File: config.mk
export PLATFORM = sky130hd
export DESIGN_NAME = dec_2x4_pipe
export DESIGN_NICKNAME = d
export VERILOG_FILES = /design/src/rtl/dec_pkg.sv /design/src/rtl/dec_2x4_core.sv /design/src/rtl/dec_2x4_pipe.sv
export SDC_FILE = /design/constraint.sdc
export NUM_CORES = 1
export LEC_CHECK = 0
export BUFFER_PORTS_ARGS = -buffer_cell sky130_fd_sc_hd__buf_2
export CAP_MARGIN = 0
export CORE_UTILIZATION = 50
export DETAILED_ROUTE_END_ITERATION = 16
export MAX_ROUTING_LAYER = met4
export PLACE_DENSITY = 0.76
export REMOVE_ABC_BUFFERS = 1
export SETUP_SLACK_MARGIN = 0.2
export SYNTH_ARGS = -nofsm -noshare
export SYNTH_HDL_FRONTEND = slang
export SYNTH_HIERARCHICAL = 1
export SYNTH_SLANG_ARGS = --single-unit
export TNS_END_PERCENT = 5
File: constraint.sdc
create_clock -name clk -period 1.7 [get_ports clk]
set_input_delay 0.17 -clock clk [delete_from_list [all_inputs] [get_ports clk]]
set_output_delay 0.17 -clock clk [all_outputs]
set_load 0.05 [all_outputs]
File: src/rtl/dec_pkg.sv
// -----------------------------------------------------------------------------
// dec_pkg
// Shared types and widths for the pipelined 2-to-4 decoder.
//   CODE_W      : width of the binary input code
//   OUT_W       : width of the decoded one-hot word
//   CNT_W       : width of the accepted-code counter
//   occ_state_e : FIFO occupancy state (EMPTY / ONE / FULL)
// -----------------------------------------------------------------------------
package dec_pkg;

  localparam int CODE_W = 2;
  localparam int OUT_W  = 4;
  localparam int CNT_W  = 8;

  typedef enum logic [1:0] {
    EMPTY = 2'd0,
    ONE   = 2'd1,
    FULL  = 2'd2
  } occ_state_e;

endpackage : dec_pkg

File: src/rtl/dec_2x4_core.sv
// -----------------------------------------------------------------------------
// dec_2x4_core
// Purely combinational 2-to-4 decoder with optional active-low output.
// Parameters:
//   ACT_LOW : 1 inverts the one-hot word so exactly one bit reads 0
// Ports:
//   code    : in  [CODE_W-1:0] binary code
//   y       : out [OUT_W-1:0]  decoded word (one-hot, or one-cold if ACT_LOW)
// -----------------------------------------------------------------------------
module dec_2x4_core
  import dec_pkg::*;
#(
  parameter bit ACT_LOW = 1'b0
) (
  input  logic [CODE_W-1:0] code,
  output logic [OUT_W-1:0]  y
);

  logic [OUT_W-1:0] onehot;

  always_comb begin
    // NOTE: every variable assigned in a combinational block gets a value on
    // all paths (here by an unconditional first assignment) so no latch forms.
    onehot = '0;
    onehot[code] = 1'b1;
    y = ACT_LOW ? ~onehot : onehot;
  end

endmodule : dec_2x4_core

File: src/rtl/dec_2x4_pipe.sv
// -----------------------------------------------------------------------------
// dec_2x4_pipe
// Valid/ready 2-to-4 decoder feeding a 2-entry FIFO. Every output is driven
// straight from a flop, so there is no combinational path from in_* to out_*.
// Parameters:
//   ACT_LOW   : 1 inverts the decoded word (idle level becomes 4'b1111)
// Ports:
//   clk       : in  system clock, rising edge
//   rst       : in  asynchronous active-high reset
//   in_valid  : in  upstream code valid
//   in_code   : in  [CODE_W-1:0] code to decode
//   in_ready  : out block accepts a code this cycle (registered, state only)
//   out_valid : out out_y holds a decoded word
//   out_y     : out [OUT_W-1:0] decoded word, inactive level when empty
//   out_ready : in  downstream consumes out_y this cycle
//   cnt       : out [CNT_W-1:0] saturating count of accepted codes
// Configuration:
//   DEC_2X4_PIPE_CNT_EN : when defined, cnt counts accepted codes and
//                         saturates at all-ones; otherwise cnt is tied to 0.
// -----------------------------------------------------------------------------
module dec_2x4_pipe
  import dec_pkg::*;
#(
  parameter bit ACT_LOW = 1'b0
) (
  input  logic              clk,
  input  logic              rst,
  input  logic              in_valid,
  input  logic [CODE_W-1:0] in_code,
  output logic              in_ready,
  output logic              out_valid,
  output logic [OUT_W-1:0]  out_y,
  input  logic              out_ready,
  output logic [CNT_W-1:0]  cnt
);

  localparam logic [OUT_W-1:0] INACTIVE = {OUT_W{ACT_LOW}};

  occ_state_e       state_q, state_d;
  logic [OUT_W-1:0] head_q, head_d;   // word presented on out_y
  logic [OUT_W-1:0] tail_q, tail_d;   // second word, valid only in FULL
  logic             in_ready_q, in_ready_d;
  logic             out_valid_q, out_valid_d;
  logic [OUT_W-1:0] dec_word;
  logic             push, pop;

  dec_2x4_core #(.ACT_LOW(ACT_LOW)) u_core (
    .code (in_code),
    .y    (dec_word)
  );

  assign push = in_valid & in_ready_q;
  assign pop  = out_valid_q & out_ready;

  // ---------------------------------------------------------------------------
  // State register (FSM process 1) plus the flops it shares a reset with.
  // ---------------------------------------------------------------------------
  always_ff @(posedge clk or posedge rst) begin
    if (rst) begin
      // NOTE: sequential state uses non-blocking assignments so every flop
      // samples pre-edge values regardless of statement order.
      state_q     <= EMPTY;
      in_ready_q  <= 1'b1;
      out_valid_q <= 1'b0;
      // NOTE: both storage words are reset: head must show the idle level out
      // of reset, and clearing tail guarantees no pre-reset word survives.
      head_q      <= INACTIVE;
      tail_q      <= INACTIVE;
    end else begin
      state_q     <= state_d;
      in_ready_q  <= in_ready_d;
      out_valid_q <= out_valid_d;
      head_q      <= head_d;
      tail_q      <= tail_d;
    end
  end

  // ---------------------------------------------------------------------------
  // Next-state logic (FSM process 2). A push in FULL cannot happen because
  // in_ready is low there.
  // ---------------------------------------------------------------------------
  always_comb begin
    state_d = state_q;
    unique case (state_q)
      EMPTY: if (push) state_d = ONE;
      ONE: begin
        if (push && !pop)      state_d = FULL;
        else if (pop && !push) state_d = EMPTY;
      end
      FULL:  if (pop) state_d = ONE;
      default: state_d = EMPTY;
    endcase
  end

  // ---------------------------------------------------------------------------
  // Output logic (FSM process 3). Handshake flags are computed from the next
  // state and registered, so they depend on the current state only.
  // ---------------------------------------------------------------------------
  always_comb begin
    in_ready_d  = (state_d != FULL);
    out_valid_d = (state_d != EMPTY);
  end

  // ---------------------------------------------------------------------------
  // FIFO storage: a two-word shift structure. head is always the oldest word;
  // on a pop from FULL the tail word moves up. When the FIFO drains, head is
  // reloaded with the idle level so out_y needs no output mux.
  // ---------------------------------------------------------------------------
  always_comb begin
    head_d = head_q;
    tail_d = tail_q;
    unique case (state_q)
      EMPTY: if (push) head_d = dec_word;
      ONE: begin
        if (push && pop) head_d = dec_word;
        else if (push)   tail_d = dec_word;
        else if (pop)    head_d = INACTIVE;
      end
      FULL: if (pop) head_d = tail_q;
      default: head_d = INACTIVE;
    endcase
  end

  assign in_ready  = in_ready_q;
  assign out_valid = out_valid_q;
  assign out_y     = head_q;

  // ---------------------------------------------------------------------------
  // Accepted-code counter
  // ---------------------------------------------------------------------------
`ifdef DEC_2X4_PIPE_CNT_EN
  logic [CNT_W-1:0] cnt_q, cnt_d;

  always_comb begin
    cnt_d = cnt_q;
    if (push && (cnt_q != {CNT_W{1'b1}})) cnt_d = cnt_q + CNT_W'(1);
  end

  always_ff @(posedge clk or posedge rst) begin
    if (rst) cnt_q <= '0;
    else     cnt_q <= cnt_d;
  end

  assign cnt = cnt_q;
`else
  assign cnt = '0;
`endif

endmodule : dec_2x4_pipe
Yosys cells after proc, flatten, opt, wreduce, memory -nomap -nowiden
Index checks and enable logic that the tools add are counted.
Widths: inputs -> output; s select.

word-level totals
  input port bits = 6
  register bits = 12
  logic and storage cells = 40
  output and inout bits = 14

cells by class
  reductions and logical operators = 10
  eq/ne operators = 7
  order comparisons = 2
  bitwise operators = 3
  muxes and demuxes = 13

operators with widths
  kind                count
  $mux 4              5
  $pmux 4 s3          1
  $mux 2              4
  $ne 2x2->1 const B  3
  $ne 3x3->1 const B  2
  $pmux 2 s3          1
  $logic_and 1x1->1   4
  $reduce_and 4->1    1
  $lt 2x3->1 const B  1
  $reduce_and 3->1    1
  $and 1x1->1         2
  $demux 1 s2         1
  $eq 2x1->1 const B  1
  $eq 2x2->1 const B  1
  $ge 2x1->1 const B  1
  $logic_not 1->1     2
  $logic_not 2->1     1
  $reduce_bool 2->1   1
  $mux 1              1
  $not 1->1           1

Longest topological paths before layout
  depth after elaboration = 7
  gate-level depth with buffers = 5
  mapped depth without buffers = 4

Cells and area by module
The synthesis kept the hierarchy.

modules (own cells, without submodules)
  module        area each (um^2)  cells each  sequential area each (um^2)  times used
  dec_2x4_pipe  718.2             62          301.5                        1
  dec_2x4_core  26.3              4           0.0                          1

Worst setup path before layout
OpenSTA, ideal clock, no wires.

  path kind = reg-to-reg
  start point = reg in_ready_q (netlist: in_ready)
  end point = reg tail_q[0]
  clock period less this slack = 1.510 ns
  required time = 1.575 ns
  stages on the path, launching flop included = 4
  library setup time = 0.125 ns
  data arrival time = 1.385 ns
  slack = 0.190 ns
  buffers on the path = 0
  cell sequence = dfstp_2 -> and3b_4 -> nand3_4 -> mux2_4

between the ends
  cells in the longest elaborated chain, start to end = 4

RTL lines
  what                            RTL line             RTL
  from (decl)                     dec_2x4_pipe.sv:42   logic in_ready_q, in_ready_d;
  from (signal assigned)          dec_2x4_pipe.sv:71   in_ready_q <= in_ready_d;
  $and 1x1->1 (*)                 dec_2x4_pipe.sv:52   assign push = in_valid & in_ready_q;
  $logic_and 1x1->1               dec_2x4_pipe.sv:115  if (push && pop) head_d = dec_word;
  $not 1->1 (no line)             n/a
  $reduce_and 3->1 (no line) (*)  n/a
  to (signal assigned)            dec_2x4_pipe.sv:74   tail_q <= tail_d;
  to (decl)                       dec_2x4_pipe.sv:41   logic [OUT_W-1:0] tail_q, tail_d;

Every way passes the cells marked *; elsewhere a longest branch is shown, timed or not.
A chain may end at the register's enable or synchronous reset.

Worst setup path after layout
Same ends and word-level chain as after synthesis.

==> results_dict.tcl <==
set metrics [dict create \
    utilization 0.609 \
    synthMuxAreaShare 0.150 \
    clk_latency_ps 270 \
    routed_via_density 5.15 \
    drive_above_1_share 0.388 \
    place.gp.congestion 0.812 \
    syn_inst 66 \
    p_per_area_nw_per_um2 1660 \
    design_area_um2 822 \
    crit_buf_inv 0 \
    finClkSkew_ps 5.97 \
    grtUsageTotal 0.204 \
    fin_nets 87 \
    total_power_mw 1.37 \
    drv_slew 0 \
    ys_top_cells_by_area "dfrtp_1 (37%), buf_4 (8.1%), mux2_4 (8.1%)" \
    dp.cells 90 \
    route.detailed.drc 0 \
    netlist_area_um2 744 \
    r2r_cells 3 \
    dr.first_iter.drc_count 5 \
    cts.sinks 12 \
    finalCritPeriodShare 0.787 \
    die_h_um 40.6 \
    cts_buffers 3 \
    status "completed" \
    yosysTopAreaCell "dfrtp_1" \
    synth_top_area_frac 0.370 \
    crit_path_start_kind "flop" \
    post-dp-hpwl_um 934 \
    worstHoldStart "in_valid" \
    cp_slowest_cell "dfstp_2" \
    clock_path_buffers 2 \
    critical_path_arrival_ps 1500 \
    dieArea_um2 1650 \
    p_leak_nw 0.406 \
    hold_end "in_ready$_DFF_PP1_" \
    htreeDepth 1 \
    cts-root-buf "clkbuf_4" \
    ir_drop_v 0.000902 \
    yosys_warnings 6 \
    stdcell_count 95 \
    start_util 0.551 \
    finalSetupViolCount 0 \
    max_freq_mhz 747 \
    end_kind "flop" \
    timing.rr.start "in_ready$_DFF_PP1_" \
    cpPeakStageDelay_ps 550 \
    wl_per_cell_um 12.9 \
    regToRegSetupSlack_ps 360 \
    synth_commonest_cells "dfrtp_1 (11), buf_4 (8), a22o_1 (4), mux2_4 (4), mux2i_1 (4)" \
    grt_pass1_wl_mm 2.05 \
    path_class "reg -> reg" \
    place_worst_setup_slack_ps 360 \
    synth_top_family_by_area "compound AO/OA/AOI/OAI gates" \
    grt_pass1_vias 464 \
    synth_fa_ha_area_frac 0 \
    row_count 13 \
    synth-main-ff-cell "dfrtp_1" \
    period_minus_slack_ps 1340 \
    ant_nets 0 \
    holdCritPathClass "in -> reg" \
    wl_mm 1.23 \
    fin_tns_setup_ps 0 \
    die_w_um 40.6 \
    avgSynthCellArea_um2 11.3 \
    cts_tree "done" \
    syn2layout_area_growth_pct 10.4 \
    synth_compound_area_frac 0.170 \
    ios 20 \
    critical-path-top-delay-family "flip-flops" \
    synth-edff-count 0 \
    post_synth_xor_area_fraction 0 \
    required_ps 1860 \
    dpl-instance-area_um2 776 \
    port_buffers 11 \
    antenna_cells 0 \
    synth_cell_types 30 \
    crit_chain "and3b_4, nand3_4, mux2_4" \
    design.core.area_um2 1350 \
    synth.ff_latch_count 12 \
    antenna_found_initial 0 \
    grt_max_degree 13 \
    r2r_end "tail_q[0]$_DFFE_PP0P_" \
    rsz0062_at_grt "false" \
    setup_slack_ps 362 \
    crit_fanout 4 \
    clk_pin_slew_ps 70 \
    vias 489 \
    firstDrtPassIters 4 \
    overflow 0 \
    synth-simple-area-share 0.153 \
    maxCapViolCount 0 \
    async_flop_share 1.00 \
    hold-path-cell-count 4 \
    ys_seq_area_frac 0.405 \
    hold_viol 0 \
    holdWs_ps 320 \
    yosysMostFrequentCell "dfrtp_1" \
]
tightest hold or removal path, stage by stage:
cell      delay (ps)
buf_2            100
nand3b_1         110
nor2_1           110
o21ai_1           90
placed cells by master, fill, tap and decap left out:
| master | netlist | layout |
|---|---|---|
| nor2_1 | 3 | 3 |
| clkbuf_8 | 0 | 1 |
| nand2_1 | 3 | 3 |
| mux2_4 | 4 | 4 |
| mux2_2 | 1 | 1 |
| buf_2 | 1 | 11 |
| clkbuf_4 | 0 | 3 |
| and2_2 | 2 | 2 |
| or2_2 | 1 | 1 |
| a22o_1 | 4 | 4 |
| o21ai_0 | 1 | 1 |
| o22ai_2 | 1 | 1 |
| mux2i_1 | 4 | 4 |
| o2bb2ai_2 | 1 | 1 |
| dlygate4sd3_1 | 0 | 1 |
| inv_1 | 3 | 3 |
| a21oi_1 | 1 | 1 |
| nand3_4 | 1 | 1 |
| conb_1 | 1 | 8 |
| dfstp_2 | 1 | 1 |
| nand3_1 | 1 | 1 |
| and2b_2 | 1 | 1 |
| and3b_4 | 1 | 1 |
| nand2b_1 | 1 | 1 |
| nor2b_1 | 2 | 2 |
| o22ai_1 | 1 | 1 |
| a21oi_4 | 1 | 1 |
| nand3b_1 | 1 | 1 |
| o2bb2ai_1 | 3 | 3 |
| buf_4 | 8 | 1 |
| o21ai_1 | 1 | 1 |
| dfrtp_1 | 11 | 11 |
metal layers:
layer | GRT usage | wire length (um)
met1 | 0.246 | 609
met2 | 0.313 | 562
met3 | 0.0833 | 58
met4 | 0.0500 | 0
met5 | - | 0
layout make-up:
type	instances	area, um2
timing repair buffer	13	72.6
inverter	3	11.3
tap	15	18.8
clock buffer	4	36.3
sequential	12	302
multi-input combinational	48	382
fill	113	528
worst max path at each step:
| stage | from | to | cells after the start |
|---|---|---|---|
| after floorplan | in_ready$_DFF_PP1_ | tail_q[0]$_DFFE_PP0P_ | 3 |
| after global placement | in_ready$_DFF_PP1_ | tail_q[2]$_DFFE_PP0P_ | 3 |
| after detailed placement | in_ready$_DFF_PP1_ | tail_q[1]$_DFFE_PP0P_ | 3 |
| after CTS | in_ready$_DFF_PP1_ | tail_q[0]$_DFFE_PP0P_ | 3 |
| after global routing | state_q[1]$_DFF_PP0_ | out_y[1]$_DFFE_PP0P_ | 5 |
| final | in_ready$_DFF_PP1_ | tail_q[0]$_DFFE_PP0P_ | 3 |
registers in the layout (all words and copies together), names as in the netlist:
register / cells
out_y: 4
in_ready: 1
state_q: 2
out_valid: 1
tail_q: 4
what timing repair did:
action,CTS,global route
setup buffers,0,0
resized for setup,0,0
hold buffers,1,0
hold endpoints to repair,11,0
kinds of logic after synthesis:
kind of cell | after synthesis
AND/OR/NAND/NOR | 17
other | 1
AO/OA/AOI/OAI | 14
flip-flops | 12
buffers and inverters | 13
multiplexers | 9
power by group:
| part | internal (mW) | leakage, nW | total [mW] | switching (mW) |
|---|---|---|---|---|
| logic | 0.261 | 0.232 | 0.666 | 0.405 |
| registers | 0.384 | 0.153 | 0.473 | 0.0886 |
| clock network | 0.130 | 0.0210 | 0.228 | 0.0980 |
No activity file was read; power rests on OpenSTA's default activity.
